**src/rtl/uart_rx_fifo.sv**
```systemverilog
// uart_rx_fifo: 8N1 UART receiver with FWFT receive FIFO and sticky error flags
// Ports: clk/rst_n (async active-low), rx serial in, rd_en pop, clear_errors pulse,
//        rd_data head byte, empty/full/count FIFO status, busy frame in progress,
//        overrun/frame_error sticky flags.
module uart_rx_fifo #(
  parameter int CLOCK_FREQ  = 25000000,
  parameter int BAUD_RATE   = 115200,
  parameter int BUFFER_SIZE = 16
) (
  input  logic                           clk,
  input  logic                           rst_n,
  input  logic                           rx,
  input  logic                           rd_en,
  input  logic                           clear_errors,
  output logic [7:0]                     rd_data,
  output logic                           empty,
  output logic                           full,
  output logic [$clog2(BUFFER_SIZE):0]   count,
  output logic                           busy,
  output logic                           overrun,
  output logic                           frame_error
);
  localparam int CLKS_PER_BIT = CLOCK_FREQ / BAUD_RATE;
  localparam int HALF_BIT = CLKS_PER_BIT / 2;
  localparam int AW = $clog2(BUFFER_SIZE);
  localparam int CW = AW + 1;
  localparam int TW = $clog2(CLKS_PER_BIT + 1);
  localparam logic [TW-1:0] BIT_END = TW'(CLKS_PER_BIT - 1);
  localparam logic [TW-1:0] HALF_END = TW'(HALF_BIT - 1);
  typedef enum logic [1:0] {IDLE, START, DATA, STOP} state_t;
  state_t state_q, state_d;
  logic sync_q, sync_d, rxs_q, rxs_d;
  logic [TW-1:0] tmr_q, tmr_d;
  logic [2:0] bit_q, bit_d;
  logic [7:0] shift_q, shift_d;
  logic push_q, push_d;
  logic [7:0] mem_q [BUFFER_SIZE];
  logic [7:0] mem_d [BUFFER_SIZE];
  logic [AW-1:0] rd_ptr_q, rd_ptr_d, wr_ptr_q, wr_ptr_d;
  logic [CW-1:0] count_q, count_d;
  logic overrun_q, overrun_d, ferr_q, ferr_d;
  logic tick, stop_tick, do_pop, do_push;
  always_ff @(posedge clk or negedge rst_n) begin
    if (!rst_n) state_q <= IDLE;
    else state_q <= state_d;
  end
  always_comb begin
    state_d = state_q;
    case (state_q)
      IDLE:    state_d = rxs_q ? IDLE : START;
      START:   state_d = !tick ? START : (rxs_q ? IDLE : DATA);
      DATA:    state_d = (tick && bit_q == 3'd7) ? STOP : DATA;
      STOP:    state_d = tick ? IDLE : STOP;
      default: state_d = IDLE;
    endcase
  end
  always_comb busy = state_q != IDLE;
  always_comb begin
    sync_d = rx;
    rxs_d = sync_q;
    tick = (state_q == START) ? (tmr_q == HALF_END) : (tmr_q == BIT_END);
    stop_tick = state_q == STOP && tick;
    tmr_d = (state_q == IDLE || tick) ? '0 : tmr_q + 1'b1;
    bit_d = (state_q != DATA) ? 3'd0 : bit_q + 3'(tick);
    shift_d = (state_q == DATA && tick) ? {rxs_q, shift_q[7:1]} : shift_q;
    // the byte is pushed one cycle after the good stop-bit sample
    push_d = stop_tick && rxs_q;
    do_pop = rd_en && !empty;
    // a simultaneous pop frees the slot a full FIFO needs
    do_push = push_q && (!full || do_pop);
    overrun_d = (push_q && !do_push) || (overrun_q && !clear_errors);
    ferr_d = (stop_tick && !rxs_q) || (ferr_q && !clear_errors);
    wr_ptr_d = wr_ptr_q + AW'(do_push);
    rd_ptr_d = rd_ptr_q + AW'(do_pop);
    count_d = count_q + CW'(do_push) - CW'(do_pop);
    mem_d = mem_q;
    if (do_push) mem_d[wr_ptr_q] = shift_q;
  end
  always_ff @(posedge clk or negedge rst_n) begin
    if (!rst_n) begin
      sync_q <= 1'b1;
      rxs_q <= 1'b1;
      tmr_q <= '0;
      bit_q <= '0;
      shift_q <= '0;
      push_q <= 1'b0;
      mem_q <= '{default: '0};
      rd_ptr_q <= '0;
      wr_ptr_q <= '0;
      count_q <= '0;
      overrun_q <= 1'b0;
      ferr_q <= 1'b0;
    end else begin
      sync_q <= sync_d;
      rxs_q <= rxs_d;
      tmr_q <= tmr_d;
      bit_q <= bit_d;
      shift_q <= shift_d;
      push_q <= push_d;
      mem_q <= mem_d;
      rd_ptr_q <= rd_ptr_d;
      wr_ptr_q <= wr_ptr_d;
      count_q <= count_d;
      overrun_q <= overrun_d;
      ferr_q <= ferr_d;
    end
  end
  assign empty = count_q == '0;
  assign full = count_q == CW'(BUFFER_SIZE);
  assign count = count_q;
  assign rd_data = empty ? 8'h00 : mem_q[rd_ptr_q];
  assign overrun = overrun_q;
  assign frame_error = ferr_q;
endmodule

```
**config.mk**
```make
export PLATFORM = sky130hd
export DESIGN_NAME = uart_rx_fifo
export DESIGN_NICKNAME = d
export VERILOG_FILES = /design/src/rtl/uart_rx_fifo.sv
export SDC_FILE = /design/constraint.sdc
export NUM_CORES = 1
export LEC_CHECK = 0
export BUFFER_PORTS_ARGS = -buffer_cell sky130_fd_sc_hd__buf_4
export CAP_MARGIN = 15
export CORE_ASPECT_RATIO = 0.5
export CORE_UTILIZATION = 30
export DETAILED_ROUTE_END_ITERATION = 10
export RECOVER_POWER = 100
export REMOVE_ABC_BUFFERS = 1
export SYNTH_ARGS = -nofsm -noshare
export SYNTH_HDL_FRONTEND = slang
export SYNTH_SLANG_ARGS = --single-unit
```
**constraint.sdc**
```tcl
create_clock -name clk -period 2.91 [get_ports clk]
set_input_delay 0.1455 -clock clk [delete_from_list [all_inputs] [get_ports clk]]
set_output_delay 0.1455 -clock clk [all_outputs]
set_load 0.05 [all_outputs]
```
[Word level (Yosys, flattened, before mapping)]
Cells that the tools add are included.
Widths: inputs -> output; s select.
Operators by class
  add/sub/neg operators: 6
  order comparisons: 3
  equality and inequality tests: 8
  multiplexer cells: 16
  bitwise operators: 2
  reduce and logical (&&, ||, !) cells: 23
Operators with widths (count)
  $bwmux 128: 1
  $mux 8: 5
  $bmux 8 s4: 1
  $demux 8 s4: 1
  $logic_and 1x1->1: 11
  $ge 5x5->1 const B: 2
  $not 4->5: 2
  $add 4x1->4: 2
  $add 8x1->8 const B: 1
  $eq 8x7->1 const B: 1
  $eq 8x8->1 const B: 1
  $pmux 2 s4: 1
  $mux 2: 3
  $add 5x1->5: 1
  $eq 5x5->1 const B: 1
  $logic_not 1->1: 5
  $logic_not 5->1: 1
  $lt 5x1->1 const B: 1
  $sub 5x1->5: 1
  $eq 2x2->1 const B: 2
  $logic_or 1x1->1: 4
  $add 3x1->3: 1
  $eq 3x3->1 const B: 1
  $mux 1: 3
  5 further kinds: 5
Word-level totals
  register bits after elaboration: 167
  input port bits: 5
  output and inout bits: 18

[Longest topological paths before layout]
Gate-level depths: netlist of run 1.
  depth in word-level cells: 8
  mapped depth: 15
  gate-level depth less buffers: 14

[Worst setup path before layout of run 1]
No wires, ideal clock.
  path kind: flip-flop to flip-flop
  start: register count_q[3], in the netlist count[3]
  end: register count_q[4], in the netlist count[4]
  library setup time: 0.080 ns
  arrival: 3.623 ns
  slack: -0.793 ns
  stages on the path, launching flop included: 14
  buffers on the path: 0
  period minus slack after synthesis: 3.703 ns
  cells stage by stage: dfrtp_1 inv_1 ha_1 nor4b_2 nor2b_1 ha_1 inv_1 ha_1 inv_1 fa_1 inv_1 a21oi_1 o21bai_1 xnor2_1
On the way
  word-level cells in the longest chain between the ends: 7
  elaborated cells between the ends (all ways): 9
  those cells by class: add/sub (2); eq/ne (1); reduce/logical (6)
Ends and longest elaborated chain
  from (decl): line 40  | logic [CW-1:0] count_q, count_d;
  from (signal assigned): line 103  | count_q <= count_d;
  $logic_not 5->1 *: line 108  | assign empty = count_q == '0;
  net empty: line 16  | output logic empty,
  $logic_not 1->1 *: line 68  | do_pop = rd_en && !empty;
  $logic_and 1x1->1 *: line 68
  $logic_or 1x1->1: line 70  | do_push = push_q && (!full || do_pop);
  $logic_and 1x1->1: line 70
  $add 5x1->5: line 75  | count_d = count_q + CW'(do_push) - CW'(do_pop);
  $sub 5x1->5 *: line 75
  net count_d[4]: line 40
Mark *: on every way through the listed nets, which the timed path passes. The rest lies on a longest branch.
A chain may end at the register's enable or synchronous reset.

[Worst setup path after layout of run 1]
  start: register rd_ptr_q[1]
  end: output rd_data[5]
On the way
  word-level cells in the longest chain between the ends: 5
Ends and longest elaborated chain
  from (decl): line 39  | logic [AW-1:0] rd_ptr_q, rd_ptr_d, wr_ptr_q, wr_ptr_d;
  from (signal assigned): line 101  | rd_ptr_q <= rd_ptr_d;
  $not 4->5 (not written as such): line 111  | assign rd_data = empty ? 8'h00 : mem_q[rd_ptr_q];
  $bmux 8 s4: line 111
  $mux 8 (not written as such) (2 in a row): line 111
  $mux 8: line 111
  to (decl): line 15  | output logic [7:0] rd_data,
Every way passes these cells. The select of a mux whose other input is x is not followed.

==> summary.md, run 1 <==
| Metric | Value |
|---|---|
| Met1 routed wirelength after detailed routing | `7546 microns` |
| Power per Cell Area | `708.3 nW/um^2` |
| Final routed wire length divided by cell count | `17.34 microns` |
| Total area of sequential cells | `4183 sq um` |
| H-tree level count | `4` |
| CTS tree | `done` |
| Via Count | `4426` |
| Half-perimeter wire length after detailed placement | `10110 microns` |
| Number of antenna violations at the first check in global routing | `0` |
| CTS-repair resized insts | `0` |
| Part of the cycle the worst path needs | `94.06%` |
| Number of ports placed on the die boundary | `23` |
| Maximum clock frequency | `365.3 MHz` |
| Final setup violation count | `0` |
| Post-layout util | `35.13%` |
| Area of the core region | `25340 sq um` |
| Post-DR vias/cell | `4.848` |
| Crit Path Category | `register to output pin` |
| IR drop worst, VDD | `0.4296 mV` |
| Horizontal extent of the die | `229.7 microns` |
| Share of layout cells above drive strength 1 | `40.07%` |
| Post-Route WL | `15830 microns` |
| Number of DRC markers after the initial detailed-route iteration | `188` |
| Worst relative slew slack | `-10.75%` |
| Number of distinct standard cells referenced by the synthesized netlist | `41` |
| Post CTS Setup Buffer Count | `0` |
| Worst setup slack before clock tree synthesis | `0.4397 ns` |
| Final period demand of the worst path | `2.737 ns` |
| Core Rows | `41` |
| Sequential fraction of the synthesis area | `53.75%` |
| Met2 wire len | `7601 microns` |
| Count of max-cap constraint violations | `1` |
| CTS Sinks | `167` |
| Post-Synthesis Mean Instance Area | `15.05 sq um` |
| Max-slew violation total from the final report | `67` |
| Buffers on Ports | `22` |
| Largest net degree at the start of global routing | `67` |
| RSZ-0062 raised after global routing | `no` |
| Synth Warn # | `0` |
| Layout Area Growth over Synthesis | `14.43%` |
| Synth Cell Area | `7780 sq um` |
| Number of iterations in the first detailed-routing pass | `4` |
| Overall track demand over capacity in global routing | `12.90%` |
| Total of flip-flops plus latches after synthesis | `167` |
| Clock tree buffer depth | `2` |
| Startpoint type of the worst setup path | `register` |
| Number of inserted filler cells in the final layout | `2464` |
| Startpoint of the most critical register-to-register path | `count[2]` |
| CTS Hold Bufs | `2` |
| Slew of the pin with the lowest slew margin | `1.661 ns` |
| Clock Skew | `0.008355 ns` |
| Largest fanout on the critical path | `34` |
| Setup ws final | `0.1727 ns` |
| Via count of the first global-routing pass | `4575` |
| Post-layout nets | `575` |
| Remaining antenna violation count | `0` |
| Endpoint type of the worst setup path | `output pin` |
| Static Leakage | `4.160 nW` |
| Worst EP arrival | `2.59 ns` |
| Worst min-delay path class | `primary input to register` |
| Global-route wire length before repair | `26250 microns` |
| DRC Markers | `0` |
| Sum of overflow across all layers after global routing | `0` |
| Violations in the final reports | `capacitance limit, slew limit` |
| Metal3 WL | `416 microns` |
| Effective utilization at floorplan | `30.70%` |
| Die Footprint | `26620 sq um` |
| Clock root cell | `sky130_fd_sc_hd__clkbuf_16` |
| Clock latency of the later-clocked register in the worst-skew pair | `0.43 ns` |
| Clock transition at the registers of the reported paths | `0.06 ns` |
| Y dimension of the die | `115.9 microns` |
| Number of cells produced by synthesis | `517` |
| Top layer reached by signal wires | `met4` |
| Area of the multi-input gates | `3352 sq um` |
| Number of inserted diodes | `0` |
| Total CTS buffers | `17` |
| Result of the run | `finished with violations` |
| Beginning of the critical path | `rd_ptr_q[1]` |
| Data required time at the worst endpoint | `2.76 ns` |
| Final weighted congestion in routability-driven placement | `0.7754` |
| Min-delay src | `clear_errors` |
| Final-report hold violation count | `0` |
==> path summary, 6_finish.rpt <==
kind	to	slack (ns)	depth (start not counted)
min in group asynchronous	mem_q[96]	0.69	2
max	rd_data[5]	0.17	6
min	frame_error	0.06	3
min reg2reg	rxs_q	0.36	0
max in group asynchronous	mem_q[70]	0.62	3
max reg2reg	mem_q[40]	0.25	8
==> where the power goes <==
| group | leakage, nW | internal (mW) | total (mW) | switching (mW) |
|---|---|---|---|---|
| sequential | 2.29 | 2.40 | 2.52 | 0.125 |
| clock | 0.297 | 1.34 | 2.30 | 0.957 |
| combinational | 1.57 | 0.503 | 1.48 | 0.980 |
| total | 4.16 | 4.24 | 6.31 | 2.06 |
==> cell type report <==
class | instances | share of cell area, %
sequential | 167 | 46.99
multi-input combinational | 307 | 37.65
clock buffer | 20 | 5.242
tap | 344 | 4.835
timing repair buffer | 49 | 3.092
clock inverter | 12 | 1.602
inverter | 14 | 0.5903
==> cells in the mapped netlist <==
master	number	share of area, %
sky130_fd_sc_hd__nor4b_2	1	0.19
sky130_fd_sc_hd__xor2_1	8	0.90
sky130_fd_sc_hd__and4bb_1	1	0.16
sky130_fd_sc_hd__clkbuf_1	17	0.82
sky130_fd_sc_hd__a32o_1	1	0.13
sky130_fd_sc_hd__inv_1	14	0.68
sky130_fd_sc_hd__mux2_2	132	19
sky130_fd_sc_hd__nand4_1	3	0.24
sky130_fd_sc_hd__mux2_1	5	0.72
sky130_fd_sc_hd__a211o_1	1	0.11
sky130_fd_sc_hd__and2_1	1	0.080
sky130_fd_sc_hd__xnor2_1	7	0.79
sky130_fd_sc_hd__buf_2	11	0.71
sky130_fd_sc_hd__a211oi_1	17	1.6
sky130_fd_sc_hd__nand2_1	6	0.29
sky130_fd_sc_hd__nor3b_1	1	0.097
sky130_fd_sc_hd__ha_1	13	2.1
sky130_fd_sc_hd__nor4_4	6	1.6
sky130_fd_sc_hd__fa_1	1	0.26
sky130_fd_sc_hd__a211oi_4	1	0.26
sky130_fd_sc_hd__nand4bb_1	1	0.14
sky130_fd_sc_hd__o21bai_1	1	0.097
sky130_fd_sc_hd__mux4_2	32	9.3
sky130_fd_sc_hd__a22o_1	1	0.11
sky130_fd_sc_hd__nor2_1	11	0.53
sky130_fd_sc_hd__nand4b_1	1	0.11
sky130_fd_sc_hd__or3_1	1	0.080
sky130_fd_sc_hd__nand3_1	10	0.64
sky130_fd_sc_hd__and3_1	5	0.40
sky130_fd_sc_hd__a21oi_1	4	0.26
sky130_fd_sc_hd__nor4b_4	2	0.61
sky130_fd_sc_hd__nor4b_1	1	0.11
sky130_fd_sc_hd__nand2b_1	5	0.40
sky130_fd_sc_hd__a21o_1	1	0.097
sky130_fd_sc_hd__nor3_1	7	0.45
sky130_fd_sc_hd__dfstp_2	2	0.68
sky130_fd_sc_hd__nor2b_1	10	0.80
sky130_fd_sc_hd__buf_4	1	0.097
sky130_fd_sc_hd__nand3b_1	1	0.097
sky130_fd_sc_hd__dfrtp_1	165	53
sky130_fd_sc_hd__mux2i_1	8	1.0
==> logic make-up (layout without fill, tap and decap cells) <==
kind of cell / after synthesis / in the layout / synth area share (%)
mux: 177 / 177 / 30.12
flops: 167 / 167 / 53.75
simple gates: 74 / 74 / 7.092
buf+inv: 43 / 95 / 2.300
compound gates: 27 / 27 / 2.702
xor+xnor: 15 / 15 / 1.689
fa+ha+maj: 14 / 14 / 2.348
==> routing by layer <==
layer	up-vias	global-route usage [%]
met5	-	0
met4	0	4.150
met3	21	2.904
met2	44	20.93
met1	2367	17.30
li1	1994	-
==> sequential cells by signal, indices dropped and copies added, names as in the netlist, 2 cells and up <==
register  count
bit_q         3
state_q       2
wr_ptr_q      4
shift_q       8
mem_q       128
rd_ptr_q      4
count         5
tmr_q         8
==> per-stage QoR <==
| step | area (sq um) | instances | total power [mW] | hold WS [ns] | setup TNS [ns] |
|---|---|---|---|---|---|
| after global routing | 8902 | 913 | 6.596 | 0.04703 | 0 |
| after floorplan | 7654 | 488 | 3.576 | -0.1501 | -24.96 |
| after CTS | 9111 | 913 | 6.474 | 0.04720 | 0 |
| after detailed placement | 8482 | 879 | 4.150 | 0.1872 | 0 |
| after global placement | 8482 | 879 | 4.144 | 0.1865 | 0 |
| final | 8902 | 913 | 6.306 | 0.06026 | 0 |
==> placed cells by master, fill, tap and decap left out, types with 4 or more instances in the layout <==
cell,n
sky130_fd_sc_hd__a211oi_1,17
sky130_fd_sc_hd__a21oi_1,4
sky130_fd_sc_hd__and3_1,5
sky130_fd_sc_hd__buf_4,6
sky130_fd_sc_hd__clkbuf_1,24
sky130_fd_sc_hd__clkbuf_16,17
sky130_fd_sc_hd__clkbuf_2,13
sky130_fd_sc_hd__clkinv_4,6
sky130_fd_sc_hd__dfrtp_1,164
sky130_fd_sc_hd__ha_1,13
sky130_fd_sc_hd__inv_1,14
sky130_fd_sc_hd__mux2_1,5
sky130_fd_sc_hd__mux2_2,132
sky130_fd_sc_hd__mux2i_1,8
sky130_fd_sc_hd__mux4_2,32
sky130_fd_sc_hd__nand2_1,6
sky130_fd_sc_hd__nand2b_1,5
sky130_fd_sc_hd__nand3_1,10
sky130_fd_sc_hd__nor2_1,11
sky130_fd_sc_hd__nor2b_1,10
sky130_fd_sc_hd__nor3_1,7
sky130_fd_sc_hd__nor4_4,4
sky130_fd_sc_hd__xnor2_1,7
sky130_fd_sc_hd__xor2_1,8
==> critical path, cell delays in order, from the launching register on <==
cell and delay, ns:
sky130_fd_sc_hd__dfrtp_2 0.37, sky130_fd_sc_hd__buf_12 0.26, sky130_fd_sc_hd__mux4_2 0.53, sky130_fd_sc_hd__nor2b_1 0.14, sky130_fd_sc_hd__a211oi_1 0.37, sky130_fd_sc_hd__a211oi_1 0.16
sky130_fd_sc_hd__clkbuf_2 0.31
Power figures use the tool's default switching activity.
==> run 2, diff against run 1 <==
--- a/config.mk
+++ b/config.mk
@@ -14,2 +14,3 @@
 export REMOVE_ABC_BUFFERS = 1
+export SETUP_SLACK_MARGIN = 0.5
 export SYNTH_ARGS = -nofsm -noshare
--- a/constraint.sdc
+++ b/constraint.sdc
@@ -3,2 +3,2 @@
 set_output_delay 0.1455 -clock clk [all_outputs]
-set_load 0.05 [all_outputs]
+set_load 0.02 [all_outputs]
==> summary.md, run 2 (synthesized netlist as in run 1, its figures left out) <==
| Metric | Value |
|---|---|
| Result of the run | `finished with violations (unchanged)` |
| Violations in the final reports | `capacitance limit, slew limit (unchanged)` |
| Final routed wire length divided by cell count | `17.32 microns (was 17.34 microns)` |
| Leading cell type in the layout, fill and taps excluded | `sky130_fd_sc_hd__dfrtp_1 (unchanged)` |
| Beginning of the critical path | `rd_ptr_q[1] (unchanged)` |
| Number of antenna violations at the first check in global routing | `0 (unchanged)` |
| Most frequent cells in the layout | `sky130_fd_sc_hd__dfrtp_1 (163), sky130_fd_sc_hd__mux2_2 (127), sky130_fd_sc_hd__mux4_2 (32), sky130_fd_sc_hd__clkbuf_1 (22), sky130_fd_sc_hd__buf_4 (21) (was sky130_fd_sc_hd__dfrtp_1 (164), sky130_fd_sc_hd__mux2_2 (132), sky130_fd_sc_hd__mux4_2 (32), sky130_fd_sc_hd__clkbuf_1 (24))` |
| Number of inserted diodes | `0 (unchanged)` |
| Number of iterations in the first detailed-routing pass | `4 (unchanged)` |
| Post-Route WL | `16220 microns (was 15830 microns)` |
| Area of the core region | `25340 sq um (unchanged)` |
| Hold Slack | `0.04507 ns (was 0.06026 ns)` |
| CP endpoint | `rd_data[0] (was rd_data[5])` |
| Count of max-cap constraint violations | `1 (unchanged)` |
| Worst relative slew slack | `-12.61% (was -10.75%)` |
| DRC Markers | `0 (unchanged)` |
| Setup total negative slack | `0 ns (unchanged)` |
| Startpoint of the most critical register-to-register path | `count[2] (unchanged)` |
| Part of the cycle the worst path needs | `86.72% (was 94.06%)` |
| Largest net degree at the start of global routing | `72 (was 67)` |
| Reg-to-reg slack, setup | `0.41 ns (was 0.25 ns)` |
| Max FFs per register | `128 (unchanged)` |
| Slew of the pin with the lowest slew margin | `1.689 ns (was 1.661 ns)` |
| Number of DRC markers after the initial detailed-route iteration | `230 (was 188)` |
| Clock root cell | `sky130_fd_sc_hd__clkbuf_16 (unchanged)` |
| Static Leakage | `4.334 nW (was 4.160 nW)` |
| H-tree level count | `4 (unchanged)` |
| Die Footprint | `26620 sq um (unchanged)` |
| Final setup violation count | `0 (unchanged)` |
| Sum of overflow across all layers after global routing | `0 (unchanged)` |
| Final period demand of the worst path | `2.524 ns (was 2.737 ns)` |
| CTS Sinks | `167 (unchanged)` |
| Maximum clock frequency | `396.3 MHz (was 365.3 MHz)` |
| Final-report hold violation count | `0 (unchanged)` |
| Max-slew violation total from the final report | `67 (unchanged)` |
| Y dimension of the die | `115.9 microns (unchanged)` |
| Via count of the first global-routing pass | `4695 (was 4575)` |
| RSZ-0062 raised after global routing | `yes (was no)` |
| Overall track demand over capacity in global routing | `13.28% (was 12.90%)` |
| Clock latency of the later-clocked register in the worst-skew pair | `0.43 ns (about the same)` |
| Count of cells along the worst register-to-register path | `9 (was 8)` |
| Global-route wire length before repair | `26770 microns (was 26250 microns)` |
| Final weighted congestion in routability-driven placement | `0.7735 (was 0.7754)` |
| Number of inserted filler cells in the final layout | `2410 (was 2464)` |
| Buffers on Ports | `22 (unchanged)` |
| Post-DR vias/cell | `4.800 (was 4.848)` |
| Register ranked first by flip-flop count | `mem_q (unchanged)` |
| Post-layout util | `36.54% (was 35.13%)` |
| Effective utilization at floorplan | `30.70% (unchanged)` |
| Half-perimeter wire length after detailed placement | `10060 microns (was 10110 microns)` |
| Post-layout nets | `598 (was 575)` |
| Power per Cell Area | `693.7 nW/um^2 (was 708.3 nW/um^2)` |
| Largest registers | `mem_q x128, shift_q x8, tmr_q x8 (unchanged)` |
| Worst EP arrival | `2.38 ns (was 2.59 ns)` |
| Clock transition at the registers of the reported paths | `0.06 ns (about the same)` |
| Number of ports placed on the die boundary | `23 (unchanged)` |
| Horizontal extent of the die | `229.7 microns (unchanged)` |
| Clock tree buffer depth | `2 (unchanged)` |
| Remaining antenna violation count | `0 (unchanged)` |
| Via Count | `4493 (was 4426)` |
| Data required time at the worst endpoint | `2.76 ns (about the same)` |
| Largest fanout on the critical path | `4 (was 34)` |
| Crit Path Category | `register to output pin (unchanged)` |
| R2R Path End | `mem_q[46] (was mem_q[40])` |
| Total CTS buffers | `17 (unchanged)` |
| Worst min-delay path class | `primary input to register (unchanged)` |
| CTS tree | `done (unchanged)` |
| Share of layout cells above drive strength 1 | `44.76% (was 40.07%)` |
| Core Rows | `41 (unchanged)` |
| IR drop worst, VDD | `0.4481 mV (was 0.4296 mV)` |
| Startpoint type of the worst setup path | `register (unchanged)` |
| Layout Area Growth over Synthesis | `19.03% (was 14.43%)` |
| Clock Skew | `0.01034 ns (was 0.008355 ns)` |
| Endpoint type of the worst setup path | `output pin (unchanged)` |
-- run 2: cell count changes in the layout (fill, tap and decap cells not counted), sizes merged --
| cell | delta |
|---|---|
| bufbuf | +1 |
| clkinvlp | +3 |
| inv | -3 |
| clkbuf | -1 |
| buf | +27 |
| clkinv | -4 |
-- run 2: critical path: stages (launching register included) --
cell and delay (ns):
sky130_fd_sc_hd__dfrtp_2 0.37, sky130_fd_sc_hd__buf_4 0.16, sky130_fd_sc_hd__buf_6 0.12, sky130_fd_sc_hd__mux4_2 0.50, sky130_fd_sc_hd__nor2b_1 0.15, sky130_fd_sc_hd__a211oi_1 0.39
sky130_fd_sc_hd__a211oi_2 0.07, sky130_fd_sc_hd__buf_4 0.21
-- run 2: metrics by stage --
step,worst slack [ns],cells,total power [mW],instance area [sq um]
after global placement,0.5104,880,3.931,8502
after global routing,0.2415,936,6.721,9260
after CTS,0.4829,931,6.521,9355
after detailed placement,0.3643,880,3.939,8502
final,0.3864,936,6.424,9260
after floorplan,-0.1533,488,3.344,7654
-- run 2: where the power goes --
part	switching, mW	leakage, nW	internal (mW)
registers	0.142	2.29	2.40
clock network	0.905	0.266	1.31
logic	0.860	1.78	0.811
-- run 2: layout make-up --
class	instances	area (sq um)	share of cell area [%]
Inverter	14	52.55	0.5675
Sequential cell	167	4184	45.18
Clock buffer	24	471.7	5.094
Timing Repair Buffer	72	584.3	6.310
Tap cell	344	430.4	4.648
Clock inverter	8	100.1	1.081
Multi-Input combinational cell	307	3437	37.12
-- run 2: repair_timing --
| item | CTS | global route |
|---|---|---|
| setup buffers | 15 | 5 |
| pin swaps | 15 | 8 |
| gates cloned | 2 | 0 |
| endpoints found under the hold margin | 66 | 0 |
| resized for setup | 21 | 28 |
| setup endpoints to repair | 9 | 66 |
| hold buffers | 2 | 0 |
-- run 2: routing by layer --
layer,vias up,GRT usage (%),share of wire (%)
li1,2046,-,-
met1,2379,17.76,49
met2,51,21.15,48
met3,17,3.543,2.1
met4,0,4.194,1.4
met5,-,0,0
-- run 2: how the worst min path moves through the flow --
stage,start,end,slack [ns],depth (start not counted)
2_1_floorplan,rst_n,bit_q[0],-0.15,0
3_3_place_gp,rst_n,mem_q[32],0.18,1
3_5_place_dp,rst_n,mem_q[32],0.19,1
4_1_cts,clear_errors,frame_error,0.03,3
5_1_grt,clear_errors,frame_error,0.05,3
6_report,clear_errors,frame_error,0.05,3
